[src/rtl/llprefetch_pkg.sv]
// Shared page-manager definitions: default page-number width and a
// constant-foldable ceil(log2) helper used to size counters and pointers.
package llprefetch_pkg;

  localparam int LPSZ_DEF = 8;

  function automatic int clog2(input int value);
    int r;
    r = 0;
    for (int i = 0; i < 31; i++) begin
      if ((32'sd1 <<< i) < value) r = i + 1;
    end
    return r;
  endfunction

endpackage

[src/rtl/llprefetch_if.sv]
// Prefetch channel bundle: page request/grant, manager page delivery and the
// packet-writer side. master = prefetcher, slave = manager/writer environment.
interface llprefetch_if
  import llprefetch_pkg::*;
#(
  parameter int lpsz  = LPSZ_DEF,
  parameter int depth = 4
);

  localparam int lw = clog2(depth) + 1;

  logic            pgreq;
  logic            pgack;
  logic            lprq_srdy;
  logic            lprq_drdy;
  logic [lpsz-1:0] lprq_page;
  logic            p_srdy;
  logic            p_drdy;
  logic [lpsz-1:0] p_page;
  logic [lw-1:0]   level;

  modport master (
    output pgreq, lprq_drdy, p_srdy, p_page, level,
    input  pgack, lprq_srdy, lprq_page, p_drdy
  );

  modport slave (
    input  pgreq, lprq_drdy, p_srdy, p_page, level,
    output pgack, lprq_srdy, lprq_page, p_drdy
  );

endinterface

[src/rtl/llpf_fifo.sv]
// Local free-page FIFO: register array with power-of-two wrapping pointers
// and an occupancy count. Writes when full and reads when empty are dropped.
module llpf_fifo
  import llprefetch_pkg::*;
#(
  parameter int width = LPSZ_DEF,
  parameter int depth = 4
) (
  input  logic                  clk,
  input  logic                  reset,
  input  logic                  wr_en_i,
  input  logic [width-1:0]      wr_data_i,
  input  logic                  rd_en_i,
  output logic [width-1:0]      rd_data_o,
  output logic [clog2(depth):0] count_o,
  output logic                  full_o
);

  localparam int aw = clog2(depth);
  localparam logic [aw:0] DEPTH_C = (aw + 1)'(depth);

  logic [width-1:0] mem_q [depth];
  logic [aw-1:0]    wr_ptr_q;
  logic [aw-1:0]    rd_ptr_q;
  logic [aw:0]      count_q;
  logic [aw:0]      count_d;
  logic             wr_s;
  logic             rd_s;

  assign wr_s      = wr_en_i && (count_q != DEPTH_C);
  assign rd_s      = rd_en_i && (count_q != '0);
  assign rd_data_o = mem_q[rd_ptr_q];
  assign count_o   = count_q;
  assign full_o    = (count_q == DEPTH_C);

  always_comb begin
    count_d = count_q;
    case ({wr_s, rd_s})
      2'b10:   count_d = count_q + 1'b1;
      2'b01:   count_d = count_q - 1'b1;
      default: count_d = count_q;
    endcase
  end

  // Payload storage needs no reset: entries are only visible while counted.
  always_ff @(posedge clk) begin
    if (wr_s) mem_q[wr_ptr_q] <= wr_data_i;
  end

  always_ff @(posedge clk) begin
    if (reset) begin
      wr_ptr_q <= '0;
      rd_ptr_q <= '0;
      count_q  <= '0;
    end else begin
      if (wr_s) wr_ptr_q <= wr_ptr_q + 1'b1;
      if (rd_s) rd_ptr_q <= rd_ptr_q + 1'b1;
      count_q <= count_d;
    end
  end

endmodule

[src/rtl/llprefetch.sv]
// Free-page prefetcher: keeps buffered + outstanding pages at the buffer depth
// by requesting pages from the link-list manager and queuing them locally.
module llprefetch
  import llprefetch_pkg::*;
#(
  parameter int lpsz  = LPSZ_DEF,
  parameter int depth = 4
) (
  input  logic          clk,
  input  logic          reset,
  llprefetch_if.master  pf
);

  localparam int lw = clog2(depth) + 1;
  localparam logic [lw:0] DEPTH_C = (lw + 1)'(depth);

  logic [lw-1:0]   outstanding_q;
  logic [lw-1:0]   outstanding_d;
  logic            rst_q;
  logic [lw-1:0]   count_s;
  logic            full_s;
  logic [lpsz-1:0] head_s;
  logic [lw:0]     credit_s;
  logic            grant_s;
  logic            recv_s;
  logic            rd_s;

  // Outputs derive only from registers; rst_q holds pgreq low through reset.
  assign credit_s     = {1'b0, count_s} + {1'b0, outstanding_q};
  assign pf.pgreq     = !rst_q && (credit_s < DEPTH_C);
  assign pf.lprq_drdy = (outstanding_q != '0) && !full_s;
  assign pf.p_srdy    = (count_s != '0);
  assign pf.p_page    = pf.p_srdy ? head_s : '0;
  assign pf.level     = count_s;

  assign grant_s = pf.pgreq && pf.pgack;
  assign recv_s  = pf.lprq_srdy && pf.lprq_drdy;
  assign rd_s    = pf.p_srdy && pf.p_drdy;

  always_comb begin
    outstanding_d = outstanding_q;
    if (grant_s && !recv_s) begin
      outstanding_d = outstanding_q + 1'b1;
    end else if (recv_s && !grant_s) begin
      outstanding_d = outstanding_q - 1'b1;
    end else begin
      outstanding_d = outstanding_q;
    end
  end

  always_ff @(posedge clk) begin
    if (reset) begin
      rst_q         <= 1'b1;
      outstanding_q <= '0;
    end else begin
      rst_q         <= 1'b0;
      outstanding_q <= outstanding_d;
    end
  end

  llpf_fifo #(
    .width (lpsz),
    .depth (depth)
  ) u_fifo (
    .clk       (clk),
    .reset     (reset),
    .wr_en_i   (recv_s),
    .wr_data_i (pf.lprq_page),
    .rd_en_i   (rd_s),
    .rd_data_o (head_s),
    .count_o   (count_s),
    .full_o    (full_s)
  );

endmodule
[src/flat_wrapper.sv]
// flat-port wrapper written by rule: the top's interface ports become plain ports
module llprefetch_flat import llprefetch_pkg::*;
#(
  parameter int lpsz  = LPSZ_DEF,
  parameter int depth = 4
)
  (clk, reset, pf_pgreq, pf_lprq_drdy, pf_p_srdy, pf_p_page, pf_level, pf_pgack, pf_lprq_srdy, pf_lprq_page, pf_p_drdy);
  llprefetch_if #(.lpsz(lpsz), .depth(depth)) pf_i ();
  input  logic clk;
  input  logic reset;
  output wire logic [$bits(pf_i.pgreq)-1:0] pf_pgreq;
  output wire logic [$bits(pf_i.lprq_drdy)-1:0] pf_lprq_drdy;
  output wire logic [$bits(pf_i.p_srdy)-1:0] pf_p_srdy;
  output wire logic [$bits(pf_i.p_page)-1:0] pf_p_page;
  output wire logic [$bits(pf_i.level)-1:0] pf_level;
  input wire logic [$bits(pf_i.pgack)-1:0] pf_pgack;
  input wire logic [$bits(pf_i.lprq_srdy)-1:0] pf_lprq_srdy;
  input wire logic [$bits(pf_i.lprq_page)-1:0] pf_lprq_page;
  input wire logic [$bits(pf_i.p_drdy)-1:0] pf_p_drdy;
  assign pf_pgreq = pf_i.pgreq;
  assign pf_lprq_drdy = pf_i.lprq_drdy;
  assign pf_p_srdy = pf_i.p_srdy;
  assign pf_p_page = pf_i.p_page;
  assign pf_level = pf_i.level;
  assign pf_i.pgack = pf_pgack;
  assign pf_i.lprq_srdy = pf_lprq_srdy;
  assign pf_i.lprq_page = pf_lprq_page;
  assign pf_i.p_drdy = pf_p_drdy;
  llprefetch #(.lpsz(lpsz), .depth(depth)) u_core (.clk(clk), .reset(reset), .pf(pf_i));
endmodule
[config.mk]
export PLATFORM = sky130hd
export DESIGN_NAME = llprefetch_flat
export DESIGN_NICKNAME = d
export VERILOG_FILES = /design/src/rtl/llprefetch_pkg.sv /design/src/rtl/llprefetch_if.sv /design/src/rtl/llpf_fifo.sv /design/src/rtl/llprefetch.sv /design/src/flat_wrapper.sv
export SDC_FILE = /design/constraint.sdc
export NUM_CORES = 1
export LEC_CHECK = 0
export CAP_MARGIN = 40
export CORE_ASPECT_RATIO = 0.75
export CORE_MARGIN = 2
export CORE_UTILIZATION = 39
export DETAILED_ROUTE_END_ITERATION = 7
export HOLD_SLACK_MARGIN = 0.08
export SYNTH_ARGS = -nofsm -noshare
export SYNTH_HDL_FRONTEND = slang
export SYNTH_SLANG_ARGS = --single-unit
[constraint.sdc]
create_clock -name clk -period 2.35 [get_ports clk]
set_input_delay 0.47 -clock clk [delete_from_list [all_inputs] [get_ports clk]]
set_output_delay 0.47 -clock clk [all_outputs]
set_load 0.005 [all_outputs]
Word-level counts from Yosys, hierarchy flattened
Memories as Yosys holds them, arrays and structs flattened. A register that Yosys moved wholly into a read port is not among the register bits.
Index checks and enable logic that the tools add are counted.
- reductions and logical operators: 17
- add/sub/neg operators: 7
- equal/unequal tests: 4
- mux-type cells: 9
- order comparisons: 1
- operators with widths (operator ; count):
    1-bit logical AND ; 9
    8-bit 2-to-1 mux ; 1
    3-bit by 1-bit adder with 3-bit output (second input constant) ; 2
    3-bit 2-to-1 mux ; 2
    3-bit case mux with 2 select lines ; 1
    3-bit nonzero test ; 2
    3-bit by 1-bit subtractor with 3-bit output (second input constant) ; 2
    2-bit by 1-bit adder with 2-bit output (second input constant) ; 2
    3-bit by 3-bit adder with 4-bit output ; 1
    1-bit logical NOT ; 4
    4-bit by 3-bit less-than comparator with 1-bit output (second input constant) ; 1
    2-bit 2-to-1 mux ; 2
    2-bit nonzero test ; 2
    3-bit equality test (second input constant) ; 1
    1-bit 2-to-1 mux ; 3
    3-bit inequality test (second input constant) ; 1
    2-bit by 1-bit equality test with 1-bit output (second input constant) ; 1
    2-bit equality test (second input constant) ; 1
- memories kept: 1
- word-level logic and storage cells: 44
- bits of input ports: 13
- flip-flop bits (word level): 11
- output and inout port bits: 14
- RAM bits: 32
- memories (name ; words ; bits a word ; rd ports ; clocked after Yosys merged registers in ; write ports ; RTL line ; RTL):
    u_core.u_fifo.mem_q ; 4 ; 8 ; 1 ; 1 ; 1 ; llpf_fifo.sv:22 ; logic [width-1:0] mem_q [depth];

Depth between registers and ports, before layout
Gate-level depths: netlist of run 1.
- depth after elaboration: 8
- gate-level depth with buffers: 10
- gate-level depth less buffers: 10

Hierarchy
From an unflattened synthesis of run 1, not the netlist that was laid out.
- cells, all modules: 128
- area, all modules: 1936.9 um2
- by module, submodules not included (module ; sequential area each (um2) ; times used ; cells an instance ; area an instance (um2)):
    llpf_fifo ; 1141.1 ; 1 ; 93 ; 1625.3
    llprefetch ; 80.1 ; 1 ; 35 ; 311.5

Least setup slack after synthesis of run 1
Ideal clock, no wire load.
- path type: register -> register
- from: register u_core.u_fifo.count_q[2], in the netlist u_core.u_fifo.count_o[2]
- to: register u_core.outstanding_q[2]
- cell stages (with the launch flop): 11
- buffers on the path: 0
- period minus slack after synthesis: 2.705 ns
- arrival: 2.634 ns
- setup time: 0.071 ns
- setup slack: -0.355 ns
- cells stage by stage: dfxtp_1 > ha_1 > or4_1 > a31oi_1 > and2_1 > ha_1 > inv_1 > fa_1 > xor2_1 > or3_1 > a21oi_1
- longest elaborated chain between the ends: 7
- elaborated cells between the ends (all ways): 14
- RTL lines (element ; RTL line ; RTL):
    from (decl) ; llpf_fifo.sv:25 ; logic [aw:0] count_q;
    from (signal assigned) ; llpf_fifo.sv:58 ; count_q <= count_d;
    3-bit by 3-bit adder with 4-bit output (*) ; llprefetch.sv:29 ; assign credit_s = {1'b0, count_s} + {1'b0, outstanding_q};
    4-bit by 3-bit less-than comparator with 1-bit output (*) ; llprefetch.sv:30 ; assign pf.pgreq = !rst_q && (credit_s < DEPTH_C);
    1-bit logical AND (*) ; llprefetch.sv:30 ;
    net pf_pgreq ; flat_wrapper.sv:11 ; output wire logic [$bits(pf_i.pgreq)-1:0] pf_pgreq;
    1-bit logical AND (*) ; llprefetch.sv:36 ; assign grant_s = pf.pgreq && pf.pgack;
    1-bit logical NOT ; llprefetch.sv:44 ; end else if (recv_s && !grant_s) begin
    1-bit logical AND ; llprefetch.sv:44 ;
    2-bit nonzero test (no line) ; - ;
    to (signal assigned) ; llprefetch.sv:57 ; outstanding_q <= outstanding_d;
    to (decl) ; llprefetch.sv:17 ; logic [lw-1:0] outstanding_q;
Mark *: on every way through the listed nets, which the timed path passes. The rest lies on a longest branch.
A chain may end at the register's enable or synchronous reset.

Worst setup path after layout of run 1
- from: register u_core.u_fifo.count_q[2], in the netlist u_core.u_fifo.count_o[2]
- to: register u_core.outstanding_q[2]
- longest elaborated chain between the ends: 7
- elaborated cells between the ends (all ways): 14
- RTL lines (element ; RTL line):
    3-bit by 3-bit adder with 4-bit output / 3-bit equality test (equally long branches) ; llprefetch.sv:29, llpf_fifo.sv:34
    4-bit by 3-bit less-than comparator with 1-bit output / 1-bit logical NOT (equally long branches) ; llprefetch.sv:30, llprefetch.sv:31
    1-bit logical AND, on equally long branches ; llprefetch.sv:30, llprefetch.sv:31
    1-bit logical AND, on equally long branches ; llprefetch.sv:36, llprefetch.sv:37
    1-bit logical NOT, on equally long branches ; llprefetch.sv:44, llprefetch.sv:42
    1-bit logical AND, on equally long branches ; llprefetch.sv:44, llprefetch.sv:42
    2-bit nonzero test (no line) / 3-bit 2-to-1 mux (equally long branches) ; -
Parallel ways exist; a longest one is shown, timed or not.

==> results.yml, run 1 <==
cts:
  cts.reportedPaths.clkPinSlew_ps: 70
  clock_path_buffers: 2
  cts.htree.levels: 2
  clock_latency_ps: 290
  numCtsBuffers: 5
  clock_sinks: 45
  tritoncts: "done"
  cts_root_buf: "clkbuf_8"
cells_and_area:
  fin_area_um2: 2530
  final-seq-area_um2: 1230
  fillers: 419
  mostFrequentLayoutCell: "edfxtp_1"
  drive_above_1_share: 0.277
  multi_input_area_um2: 684
  nets: 195
  diodes: 0
  final_cell_mix: "edfxtp_1, clkdlybuf4s50_1, buf_4, dfxtp_1"
  area_delta_synth_final_pct: 30.2
setup_path:
  critical_path.max_fanout: 2
  end_kind: "flop"
  slowest_delay_ps: 510
  cp-start-kind: "flop"
  rr_worst_depth: 10
  worstSetupPathType: "flop to flop"
  path_cells: "ha_4 > or4_1 > a31oi_1 > and2_1 > ha_2 > inv_2 > fa_2 > xor2_1 > or3_1 > a21oi_1"
  reg2reg_from: "u_core.u_fifo.count_o[2]"
  crit_buf_inv: 1
  r2r_slack_ps: -250
  critical_path_required_ps: 2580
  worstPathArrival_ps: 2820
  cpLargestDelayFamily: "simple AND/OR/NAND/NOR gates"
  reg2reg_to: "u_core.outstanding_q[2]"
  critPathSlowestCell: "or4_1"
routing:
  detail_route.iter0.violations: 42
  drc: 0
  first_pass_iters: 4
  antenna_left: 0
  vias: 1107
  via_per_inst: 4.75
  wl_per_cell_um: 15.0
  drt_wl_total_um: 3490
global_routing:
  grt_max_degree: 15
  grt_pass1_vias: 1150
  grt_usage: 0.140
  grt_pass1_wl_um: 5750
  antenna_found_initial: 0
  overflow: 0
place:
  gp_congestion: 0.754
  portBuffers: 26
  place_area_um2: 2400
  hpwl_um: 2520
logic_synthesis:
  yosys.cell_types.count: 28
  netlist_area_um2: 1940
  ys_seq_area_frac: 0.629
  async_reset_ff_frac: 0
  yosysWarnings: 0
  synth_area_leaders: "edfxtp_1, dfxtp_1, mux4_2, ha_1, xor2_1"
  yosysTopAreaCell: "edfxtp_1"
  synth-edff-count: 32
  ys_seq_elements: 45
  synth_top_area_frac: 0.495
  synth_nets: 151
  syn_avg_cell_area_um2: 15.2
  synth_ff_type: "edfxtp_1"
  netlist_instances: 128
timing:
  worst_pin_slew_ps: 691
  drv_slew: 0
  skew_ps: 7.39
  hold_ws_ps: 519
  max_slew_margin: 0.537
  period_share: 1.11
  fin_ws_ps: -247
  max_freq_mhz: 385
  fin_crit_ps: 2600
  setup_viol: 10
  hold_viol: 0
  rsz0062_at_grt: "true"
pwr:
  p_leak_uw: 0.000909
  total_power_uw: 2950
  power.density_nw_per_um2: 1170
  vdd_ir_drop_max_mv: 0.637
job:
  maxCapViolations: 0
die:
  rows: 22
  die_height_um: 65.1
  core_area_um2: 4840
  dieArea_um2: 5560
  die_w_um: 85.5
  io_pins: 27
  start_util: 0.401
outcome:
  violations: "setup timing"
  status: "complete, but fails checks"
worst_hold_path:
  hold_depth: 2
  hold-path-endpoint: "u_core.u_fifo.wr_ptr_q[1]"
  hp-class: "flop to flop"
  hp-start: "u_core.u_fifo.wr_ptr_q[1]"
==> repair_timing <==
action,CTS,global route
hold buffers,0,0
pin swaps,2,2
setup buffers,1,0
resized for setup,1,4
endpoints found under the setup margin,11,13
==> sequential cells by signal, indices dropped and copies added, names as in the netlist, named ones only <==
signal	flops
u_core.u_fifo.mem_q	32
u_core.outstanding_q	3
u_core.u_fifo.count_o	3
u_core.u_fifo.rd_ptr_q	2
u_core.u_fifo.wr_ptr_q	2
u_core.rst_q	1
==> worst reg2reg max path, cell delays in order, from the launching register on <==
cell and delay [ps]:
dfxtp_4 360, ha_4 150, or4_1 510, a31oi_1 180, and2_1 160, ha_2 180
inv_2 40, fa_2 340, xor2_1 160, or3_1 330, a21oi_1 130
==> cells by family (layout without fill, tap and decap cells) <==
group,after synthesis,count (layout),share of synthesized area
adders and majority gates,10,10,0.0722
buffers and inverters,15,60,0.0316
AOI/OAI and AO/OA,10,10,0.0374
DFF,45,45,0.629
xor gates and xnor gates,6,6,0.0271
muxes,11,11,0.111
and+or+nand+nor,31,31,0.0916
==> through the flow <==
step                instances  TNS (ps)  utilization  setup WS (ps)
finish                    233      -740        0.522           -247
global route              233     -2260        0.522           -376
CTS                       233      -995        0.521           -251
detailed placement        224      -308        0.495           -226
global placement          224      -222        0.495           -176
floorplan                 128      -197            -           -197
==> worst max-delay path by stage <==
| stage | start | slack (ps) | cells past startpoint | to |
|---|---|---|---|---|
| after floorplan | u_core.u_fifo.count_o[2] | -200 | 10 | u_core.outstanding_q[2] |
| after global placement | u_core.u_fifo.count_o[2] | -180 | 10 | u_core.outstanding_q[2] |
| after detailed placement | u_core.u_fifo.count_o[2] | -230 | 10 | u_core.outstanding_q[2] |
| after CTS | u_core.u_fifo.count_o[2] | -250 | 10 | u_core.outstanding_q[2] |
| after global routing | u_core.u_fifo.count_o[2] | -380 | 10 | u_core.outstanding_q[2] |
| final | u_core.u_fifo.count_o[2] | -250 | 10 | u_core.outstanding_q[2] |
==> final cells by class <==
class | count | share of cell area
clock inverters | 2 | 0.0149
repair buffers | 41 | 0.150
well taps | 60 | 0.0297
clock buffers | 6 | 0.0327
flip-flops and latches | 45 | 0.485
multi-input cells | 68 | 0.271
inverters | 11 | 0.0163
==> cells in the mapped netlist (2+ instances only) <==
master and number:
or3_1 2, ha_1 8, mux2i_1 2, dfxtp_1 13, xor2_1 6, clkbuf_1 2
inv_1 11, mux4_2 8, o21ai_0 2, nor2_1 10, nand2b_1 2, a21oi_1 4
nor2b_1 8, edfxtp_1 32, fa_1 2, and2_2 4
==> power by group <==
group / total (uW) / internal (uW) / switching, uW
clock network: 593 / 345 / 248
logic: 1270 / 723 / 550
registers: 1080 / 999 / 80.6
==> per-layer routing <==
metal | share of wire | track usage | routed length [um]
met5 | 0 | 0 | 0
met2 | 0.50 | 0.244 | 1760
met3 | 0.043 | 0.0565 | 151
met4 | 0 | 0.0238 | 0
met1 | 0.45 | 0.168 | 1580
Note: power is estimated with default switching activity, not from simulation.
==> run 2: changes to the inputs <==
==> constraint.sdc (replaced) <==
create_clock -name clk -period 2.35 [get_ports clk]
set_input_delay 0.235 -clock clk [delete_from_list [all_inputs] [get_ports clk]]
set_output_delay 0.235 -clock clk [all_outputs]
set_load 0.005 [all_outputs]
==> results.yml, run 2 (synthesis results as in run 1) <==
die:
  die_w_um: 85.5
  rows: 22
  die_height_um: 65.1
  io_pins: 27
  core_area_um2: 4840
  start_util: 0.401
  dieArea_um2: 5560
job:
  maxCapViolations: 0
pwr:
  vdd_ir_drop_max_mv: 0.602
  total_power_uw: 2830
  power.density_nw_per_um2: 1130
  p_leak_uw: 0.000896
worst_hold_path:
  hold-path-endpoint: "u_core.u_fifo.wr_ptr_q[1]"
  hp-start: "u_core.u_fifo.wr_ptr_q[1]"
  hp-class: "flop to flop"
  hold_depth: 2
routing:
  detail_route.iter0.violations: 52
  drt_wl_total_um: 3440
  via_per_inst: 4.83
  wl_per_cell_um: 14.8
  antenna_left: 0
  drc: 0
  first_pass_iters: 4
  vias: 1120
cts:
  cts_root_buf: "clkbuf_8"
  tritoncts: "done"
  clock_latency_ps: 290
  clock_sinks: 45
  holdBufCountCts: 0
  numCtsBuffers: 5
  cts.htree.levels: 2
  clock_path_buffers: 2
  cts.reportedPaths.clkPinSlew_ps: 70
global_routing:
  antenna_found_initial: 0
  overflow: 0
  grt_max_degree: 15
  grt_pass1_wl_um: 5580
  grt_usage: 0.138
  grt_pass1_vias: 1171
cells_and_area:
  diodes: 0
  largest_reg_flops: 32
  fillers: 393
  drive_above_1_share: 0.285
  nets: 194
  area_delta_synth_final_pct: 29.1
  fin_area_um2: 2510
  final_cell_mix: "edfxtp_1, clkdlybuf4s50_1, buf_4"
  top_register: "u_core.u_fifo.mem_q"
  mostFrequentLayoutCell: "edfxtp_1"
place:
  portBuffers: 26
  gp_congestion: 0.798
  hpwl_um: 2520
  place_area_um2: 2380
timing:
  fin_crit_ps: 2550
  drv_slew: 0
  rsz0062_at_grt: "true"
  max_slew_margin: 0.681
  hold_viol: 0
  period_share: 1.09
  final.setup.tns_ps: -203
  max_freq_mhz: 392
  skew_ps: 8.16
  worst_pin_slew_ps: 477
  setup_viol: 1
  fin_ws_ps: -203
setup_path:
  crit_top_cell: "ha_4"
  cpLargestDelayFamily: "simple AND/OR/NAND/NOR gates"
  reg2reg_to: "u_core.outstanding_q[2]"
  reg2reg_from: "u_core.outstanding_q[2]"
  critPathLaunch: "u_core.outstanding_q[2]"
  worstPathArrival_ps: 2770
  rr_worst_depth: 10
  critical_path_required_ps: 2570
  cp-start-kind: "flop"
  path_cells: "ha_4 > or4_4 > a31oi_4 > and2_4 > ha_4 > inv_2 > fa_2 > xor2_1 > or3_1 > a21oi_2"
  critical_path.max_fanout: 2
  slowest_delay_ps: 540
  end_kind: "flop"
  worstSetupPathType: "flop to flop"
  r2r_slack_ps: -200
  crit_buf_inv: 1
  critPathSlowestCell: "or4_4"
outcome:
  status: "complete, but fails checks"
  violations: "setup timing"
run 2: cell count changes in the layout (fill, tap and decap cells not counted), sizes merged:
cell	previous run	this run
clkinv	0	2
clkinvlp	1	0
clkbuf	7	6
buf	15	14
dlygate4sd2	0	1
bufinv	1	0
run 2: worst reg2reg max path: stages, from the launching register on:
cell     delay (ps)
dfxtp_1         340
ha_4            160
or4_4           540
a31oi_4         170
and2_4          170
ha_4            130
inv_2            40
fa_2            320
xor2_1          150
or3_1           360
a21oi_2         120
run 2: metal layers:
metal / wire, um / GRT usage
met5: 0 / 0
met4: 49 / 0.0536
met3: 105 / 0.0377
met2: 1710 / 0.232
met1: 1580 / 0.169
run 2: worst max-delay path by stage:
stage | endpoint | cells after the start | slack, ps
4_1_cts | u_core.outstanding_q[2] | 10 | -240
3_3_place_gp | u_core.outstanding_q[2] | 10 | -190
2_1_floorplan | u_core.outstanding_q[2] | 10 | -200
3_5_place_dp | u_core.outstanding_q[2] | 10 | -220
5_1_grt | u_core.outstanding_q[2] | 10 | -300
6_report | u_core.outstanding_q[2] | 10 | -200
run 2: where the power goes:
| group | leakage [uW] | internal [uW] | switching [uW] |
|---|---|---|---|
| Combinational | 0.000452 | 743 | 564 |
| Sequential | 0.000398 | 1000 | 79.2 |
| Clock | 0.0000450 | 206 | 242 |
| Total | 0.000896 | 1950 | 885 |
run 2: cell type report:
type | instances | area (um^2) | area share
multi-input cells | 68 | 716 | 0.286
flip-flops and latches | 45 | 1230 | 0.490
clock inverters | 2 | 10.0 | 0.00399
repair buffers | 40 | 364 | 0.145
inverters | 11 | 41.3 | 0.0165
clock buffers | 6 | 72.6 | 0.0290
well taps | 60 | 75.1 | 0.0300
run 2: repair_timing:
action | in CTS | in global routing
setup buffers | 1 | 0
gates resized for setup | 2 | 7
setup endpoints to repair | 3 | 3
endpoints found under the hold margin | 0 | 0
pin swaps | 4 | 4
run 2: through the flow:
step | setup slack, ps | hold slack [ps] | utilization | cells
6_report | -203 | 522 | 0.517 | 232
5_1_grt | -302 | 567 | 0.517 | 232
4_1_cts | -241 | 529 | 0.510 | 232
3_5_place_dp | -215 | 516 | 0.490 | 223
3_3_place_gp | -191 | 502 | 0.490 | 223
2_1_floorplan | -197 | 263 | - | 128
==> run 3: changes to the inputs <==
SKIP_LAST_GASP = 1   (was default)
==> results.yml, run 3 (synthesis results as in run 1) <==
die:
  dieArea_um2: 5560
  io_pins: 27
  start_util: 0.401
  die_w_um: 85.5
  rows: 22
  core_area_um2: 4840
  die_height_um: 65.1
job:
  maxCapViolations: 0
pwr:
  p_sw_frac: 0.312
  clock_power_share: 0.159
  p_int_uw: 1940
  p_comb_frac: 0.460
  seq_power_share: 0.381
  power.density_nw_per_um2: 1130
  p_sw_uw: 882
  p_leak_uw: 0.000894
  vdd_ir_drop_max_mv: 0.590
cts:
  clock_path_buffers: 2
  cts.reportedPaths.clkPinSlew_ps: 70
  clock_latency_ps: 290
  clock_sinks: 45
  tritoncts: "done"
  cts.htree.levels: 2
  cts_root_buf: "clkbuf_8"
  numCtsBuffers: 5
timing:
  fin_crit_ps: 2550
  hold_viol: 0
  final.setup.tns_ps: -203
  fin_ws_ps: -203
  drv_slew: 0
  skew_ps: 8.07
  worst_pin_slew_ps: 477
  period_share: 1.09
  max_slew_margin: 0.681
  setup_viol: 1
  max_freq_mhz: 392
  hold_ws_ps: 522
  rsz0062_at_grt: "true"
place:
  portBuffers: 26
  dp_cells: 223
  hpwl_um: 2520
  gp_congestion: 0.798
cells_and_area:
  top_register: "u_core.u_fifo.mem_q"
  fin_cells: 232
  area_delta_synth_final_pct: 28.8
  nets: 194
  final_util: 0.516
  final_cell_mix: "edfxtp_1, clkdlybuf4s50_1, buf_4, dfxtp_1"
  largest_reg_flops: 32
  drive_above_1_share: 0.273
  fillers: 397
  multi_input_area_um2: 711
  mostFrequentLayoutCell: "edfxtp_1"
  final-seq-area_um2: 1230
  diodes: 0
setup_path:
  critPathSlowestCell: "or4_4"
  slowest_delay_ps: 540
  path_cells: "ha_4 > or4_4 > a31oi_4 > and2_4 > ha_4 > inv_2 > fa_2 > xor2_1 > or3_1 > a21oi_2"
  critical_path_required_ps: 2570
  cpLargestDelayFamily: "simple AND/OR/NAND/NOR gates"
  crit_buf_inv: 1
  worstPathArrival_ps: 2770
  end_kind: "flop"
  critical_path.max_fanout: 2
  cp-start-kind: "flop"
  crit_top_cell: "ha_4"
  worstSetupPathType: "flop to flop"
routing:
  detail_route.iter0.violations: 53
  drc: 0
  drt_wl_total_um: 3430
  via_per_inst: 4.81
  vias: 1116
  antenna_left: 0
  first_pass_iters: 4
  wl_per_cell_um: 14.8
worst_hold_path:
  hp-class: "flop to flop"
global_routing:
  grtUsageMet3: 0.0377
  grt_pass1_wl_um: 5600
  grt_max_degree: 15
  grtUsageMet2: 0.231
  grt_busiest_layer: "met2"
  overflow: 0
  grt_usage: 0.138
  grt_pass1_vias: 1173
  antenna_found_initial: 0
  grtUsageMet1: 0.171
outcome:
  violations: "setup timing"
  status: "complete, but fails checks"
[run 3: cell count changes in the layout (fill, tap and decap cells not counted)]
cell	previous run	this run
dfxtp_1	10	11
dfxtp_2	2	1
nor3_2	2	1
nor3_1	0	1
[run 3: cell type report]
cell class,instances,share of cell area
well taps,60,0.0300
flip-flops and latches,45,0.490
multi-input cells,68,0.284
clock inverters,2,0.00400
inverters,11,0.0165
clock buffers,6,0.0290
repair buffers,40,0.146
[run 3: metrics by stage]
step / setup WS (ps) / cell area (um^2) / power, uW
after detailed placement: -215 / 2380 / 2360
after CTS: -241 / 2460 / 2810
final: -203 / 2500 / 2830
after floorplan: -197 / 1960 / 1760
after global placement: -191 / 2380 / 2310
after global routing: -303 / 2500 / 3020
[run 3: worst paths after layout]
kind	from	depth (start not counted)	slack [ps]	endpoint
hold reg to reg	u_core.u_fifo.wr_ptr_q[1]	2	520	u_core.u_fifo.wr_ptr_q[1]
hold / removal	u_core.u_fifo.wr_ptr_q[1]	2	520	u_core.u_fifo.wr_ptr_q[1]
setup / recovery	u_core.outstanding_q[2]	10	-200	u_core.outstanding_q[2]
setup reg to reg	u_core.outstanding_q[2]	10	-200	u_core.outstanding_q[2]
[run 3: repair_timing]
| item | in CTS | in global routing |
|---|---|---|
| setup buffers | 1 | 0 |
| resized for setup | 1 | 6 |
| pin swaps | 4 | 4 |
| setup endpoints to repair | 3 | 3 |
| hold buffers | 0 | 0 |
[run 3: power by group through the flow]
stage	Clock, uW	Combinational [uW]	Sequential, uW
after floorplan	0	668	1090
after global placement	0	1220	1080
after detailed placement	0	1260	1090
after CTS	461	1270	1080
after global routing	493	1430	1090
final	448	1300	1080
[run 3: worst min-delay path, stage by stage, from the launching register on]
cell      delay [ps]
dfxtp_1          340
nand2b_1          80
mux2i_1           60
[run 3: routing by layer]
layer / share of wire / vias up
li1: - / 546
met1: 0.46 / 548
met2: 0.50 / 17
met3: 0.031 / 5
met4: 0.014 / 0
met5: 0 / -
